==> src/rtl/board_write_ctrl.sv <==
// Row-write sequencer for the 16-row GoBang board memory.
// It arbitrates a full-board clear sweep against read-check-write stone placement.
module board_write_ctrl #(
  parameter int COLS   = 16,
  parameter int CELL_W = 2
) (
  input  logic                     clk,
  input  logic                     resetn,
  input  logic                     clear_req,
  input  logic                     mv_valid,
  output logic                     mv_ready,
  input  logic [3:0]               mv_row,
  input  logic [3:0]               mv_col,
  input  logic                     mv_color,
  output logic                     mv_done,
  output logic                     mv_reject,
  output logic                     clear_done,
  output logic                     busy,
  output logic [3:0]               mem_sel,
  output logic                     mem_we,
  output logic [COLS*CELL_W-1:0]   mem_wdata,
  input  logic [COLS*CELL_W-1:0]   mem_rdata
);

  localparam int ROW_W = COLS * CELL_W;

  typedef enum logic [1:0] {IDLE, CLEAR, READ, WRITE} state_t;

  state_t             state_reg;
  logic [3:0]         cnt_reg;
  logic [3:0]         row_reg;
  logic [3:0]         col_reg;
  logic               color_reg;
  logic               clear_pend_reg;
  logic [ROW_W-1:0]   rowbuf_reg;
  logic               mv_done_reg;
  logic               mv_reject_reg;
  logic               clear_done_reg;

  logic [CELL_W-1:0]  cell_rd;
  logic [CELL_W-1:0]  color_code;
  logic [ROW_W-1:0]   merged_row;

  assign cell_rd    = mem_rdata[CELL_W*col_reg +: CELL_W];
  assign color_code = color_reg ? CELL_W'(2) : CELL_W'(1);

  // Rebuild the row from the buffered read, swapping in only the target cell.
  for (genvar gi = 0; gi < COLS; gi++) begin : g_merge
    assign merged_row[gi*CELL_W +: CELL_W] =
      (col_reg == 4'(gi)) ? color_code : rowbuf_reg[gi*CELL_W +: CELL_W];
  end

  always_ff @(posedge clk) begin
    if (!resetn) begin
      state_reg      <= IDLE;
      cnt_reg        <= '0;
      row_reg        <= '0;
      col_reg        <= '0;
      color_reg      <= 1'b0;
      clear_pend_reg <= 1'b0;
      rowbuf_reg     <= '0;
      mv_done_reg    <= 1'b0;
      mv_reject_reg  <= 1'b0;
      clear_done_reg <= 1'b0;
    end else begin
      mv_done_reg    <= 1'b0;
      mv_reject_reg  <= 1'b0;
      clear_done_reg <= 1'b0;
      if (clear_req && state_reg != CLEAR)
        clear_pend_reg <= 1'b1;

      case (state_reg)
        IDLE: begin
          // A pending clear beats a new move; entering CLEAR consumes the request.
          if (clear_pend_reg) begin
            state_reg      <= CLEAR;
            cnt_reg        <= '0;
            clear_pend_reg <= 1'b0;
          end else if (mv_valid) begin
            row_reg   <= mv_row;
            col_reg   <= mv_col;
            color_reg <= mv_color;
            state_reg <= READ;
          end
        end
        CLEAR: begin
          cnt_reg <= cnt_reg + 4'd1;
          if (cnt_reg == 4'd15) begin
            state_reg      <= IDLE;
            clear_done_reg <= 1'b1;
          end
        end
        READ: begin
          rowbuf_reg <= mem_rdata;
          if (cell_rd != '0) begin
            state_reg     <= IDLE;
            mv_reject_reg <= 1'b1;
          end else begin
            state_reg <= WRITE;
          end
        end
        WRITE: begin
          state_reg   <= IDLE;
          mv_done_reg <= 1'b1;
        end
        default: state_reg <= IDLE;
      endcase
    end
  end

  assign mv_done    = mv_done_reg;
  assign mv_reject  = mv_reject_reg;
  assign clear_done = clear_done_reg;
  assign mv_ready   = (state_reg == IDLE) && !clear_pend_reg;
  assign busy       = (state_reg != IDLE) || clear_pend_reg;
  assign mem_we     = (state_reg == CLEAR) || (state_reg == WRITE);
  assign mem_sel    = (state_reg == CLEAR) ? cnt_reg :
                      (state_reg == READ || state_reg == WRITE) ? row_reg : 4'd0;
  assign mem_wdata  = (state_reg == WRITE) ? merged_row : '0;

endmodule

==> config.mk <==
export PLATFORM = sky130hd
export DESIGN_NAME = board_write_ctrl
export DESIGN_NICKNAME = d
export VERILOG_FILES = /design/src/rtl/board_write_ctrl.sv
export SDC_FILE = /design/constraint.sdc
export NUM_CORES = 1
export LEC_CHECK = 0
export BUFFER_PORTS_ARGS = -buffer_cell sky130_fd_sc_hd__buf_4
export CORE_MARGIN = 3
export CORE_UTILIZATION = 50
export CTS_BUF_LIST = sky130_fd_sc_hd__clkbuf_4
export CTS_CLUSTER_DIAMETER = 60
export CTS_CLUSTER_SIZE = 28
export DETAILED_ROUTE_END_ITERATION = 12
export PLACE_DENSITY = 0.79
export SYNTH_ARGS = -nofsm -noshare
export SYNTH_HDL_FRONTEND = slang
export SYNTH_SLANG_ARGS = --single-unit
==> constraint.sdc <==
create_clock -name clk -period 4.2 [get_ports clk]
set_input_delay 0.84 -clock clk [delete_from_list [all_inputs] [get_ports clk]]
set_output_delay 0.84 -clock clk [all_outputs]
set_load 0.01 [all_outputs]
==> impl_results.md <==
* Outcome: finished, final reports clean
* Initial antenna violation count at 0
* Number of global-route vias before repair at 2619
* Type of the worst setup path: register to primary output
* RSZ-0062 raised after global routing: false
* Post-synthesis sequential area ratio at 0.385
* Drt wl/cell at 14.5 um
* Worst min path class: register to register
* TNS Setup at 0 ns
* Worst vdd ir at 0.000248 V
* Area contributors post-synth: dfxtp_1 39%, nand2_1 16%, a21oi_1 14%, clkbuf_1 4.2%, nor2_1 3.8%
* I/O pins at 87
* Layer with the highest usage: met2
* Final setup violation count at 0
* Largest register FFs at 32
* Largest net degree at the start of global routing at 37
* Tightest Pin Transition at 1.12 ns
* TritonCTS clock tree: built
* First DRT Iteration DRCs at 247
* First-pass GRT wire length at 12400 um
* Critical Path Source: state_reg[1]
* Buf/Inv on CP at 1
* Rel. slew slack at 0.249
* Overall Global Routing Usage at 0.247
* Initial core utilization at 0.540
* Clk buf depth at 2
* Crit path DAT at 2.50 ns
* WL final at 7470 um
* Kind of cell adding the most delay to the critical path: simple AND/OR/NAND/NOR gates
* Cell Rows at 25
* Skew-Pair Late Insertion Delay at 0.36 ns
* Global Route met3 Usage at 0.0374
* Grt ovf at 0
* CP max FO at 33
* EDFF count, synth at 0
* Met1 Use GR at 0.345
* Post-cts gate resize count at 0
* Cells after Synth at 386
* HP Start: rowbuf_reg[31]
* Synth area leader: dfxtp_1
* Clk sinks at 51
* Final Non-Filler Cells at 516
* Vias per inst at 5.53
* Critical Path Stages at 3
* GPL Wtd Cong at 0.861
* Ys flop type: dfxtp_1
* Syn Nets at 432
* Fillers at 461
* Fraction of registers with async set or reset after synthesis at 0
* Mean Syn Cell Area at 6.87 um2
* Tot Pwr at 1.26 mW
* Post-Syn Area at 2650 um2
* Fin. Hold Viols at 0
* Number of diodes at 0
* Post-Place Cells at 508
* Setup bufs post-CTS at 0
* Cts hold-fix bufs at 0
* Worst Hold Path Cells at 2
* Crit path launch type: register
* H-tree depth at 2
* Proportion of layout cells with a drive suffix above 1 at 0.225
* Crit share post-route at 0.795
* Max Clock Freq at 300 MHz
* DPL Wire Length at 5370 um
* Yosys warns at 0
* P per Cell Area at 379 nW/um2
* Endpoint class of the critical path: primary output
* Core ar. at 4910 um2
* CP peak stage delay at 0.77 ns
* Clock period minus worst slack at 3.34 ns
* Area of the multi-input gates at 1480 um2
* Critical Path RT at 3.36 ns
* GR Util met2 at 0.401
* Synth top area share at 0.385
* Leak pwr at 1.28 nW
* Synth-to-Final Area Change at 25.5%
* Root Driver: clkbuf_4
* Sequential Area at 1020 um2
* Pins Over Slew Limit at 0
* Buffers on Ports at 86
* Synth unique cells at 35
* Die ar. at 6210 um2
* Via Count at 2854
* TritonCTS Buffers at 5
* Max Cap Violations at 0
* Clock-pin slew on the worst setup and hold paths at 0.15 ns
* Clock skew at 0.00816 ns
* DRC errors left at 0
* Crit-path cells: nand2_1 -> a311oi_1 -> buf_4
* Post-route ant nets at 0
* Flops & latches, synth at 51
* Nets at 494
* Worst r2r path cells at 4
* Pre-antenna DRT Iters at 5
* Die X-Extent at 78.8 um
* Reg-to-reg startpoint: state_reg[1]
* Critical path's slowest cell: nand2_1
* R2R Setup Slk at 2.06 ns
* DIE HEIGHT at 78.8 um
==> area by class of cell <==
type	instances	share of cell area
multi-input cells	298	0.445
flip-flops and latches	51	0.307
repair buffers	89	0.201
well taps	67	0.0252
clock buffers	6	0.0135
clock inverters	2	0.00489
inverters	3	0.00338
==> metal layers <==
metal / up-vias / wire length [um]
li1: 1436 / -
met1: 1285 / 3440
met2: 120 / 3430
met3: 13 / 517
met4: 0 / 81
met5: - / 0
==> cells in the mapped netlist, drive strengths merged (2+ instances only) <==
library cell  count
and2              3
o21ai            12
nor3             10
nor2             27
a22oi             3
a311oi            7
nor3b             7
a2111oi           2
nor2b             6
a21oi            72
nand2           110
nand3            13
inv               3
clkbuf           30
a31oi             2
mux2i             5
nand2b            4
dfxtp            51
buf               4
==> path summary, 6_finish.rpt <==
check / end
max: mem_wdata[6]
min: rowbuf_reg[31]
max reg2reg: rowbuf_reg[30]
min reg2reg: rowbuf_reg[31]
==> tightest hold or removal path: cells and delay by family, from the launching register on <==
kind / cells / cell delay (ns)
compound gates: 1 / 0.05
flops: 1 / 0.34
simple gates: 1 / 0.05
==> cells in the final DEF, fill, tap and decap left out, types with 7 or more instances in the layout <==
cell type  count
buf_4         89
nor2_1        27
a21oi_1       72
nor3b_1        7
nand2_1      110
nand3_1       13
a311oi_1       7
o21ai_0       12
nor3_1        10
dfxtp_1       51
==> metrics by stage <==
step | hold slack (ns) | utilization | cell area, um2 | setup WS, ns
finish | 0.464 | 0.677 | 3330 | 0.862
global route | 0.484 | 0.677 | 3330 | 0.589
CTS | 0.466 | 0.677 | 3330 | 0.854
detailed placement | 0.446 | 0.665 | 3270 | 1.30
global placement | 0.441 | 0.665 | 3270 | 1.39
floorplan | 0.433 | - | 2650 | 1.87
==> power by group <==
group	internal, mW	switching [mW]
Clock	0.0746	0.159
Combinational	0.159	0.240
Sequential	0.549	0.0794
Total	0.782	0.479
==> cell families (layout without fill, tap and decap cells) <==
family / after synthesis / count (layout) / synth area share
mux: 6 / 6 / 0.0231
compound gates: 106 / 106 / 0.229
fa+ha+maj: 1 / 1 / 0.00472
xor+xnor: 1 / 1 / 0.00331
buf+inv: 37 / 100 / 0.0567
flops: 51 / 51 / 0.385
simple gates: 184 / 184 / 0.298
Note: power is estimated with default switching activity, not from simulation.
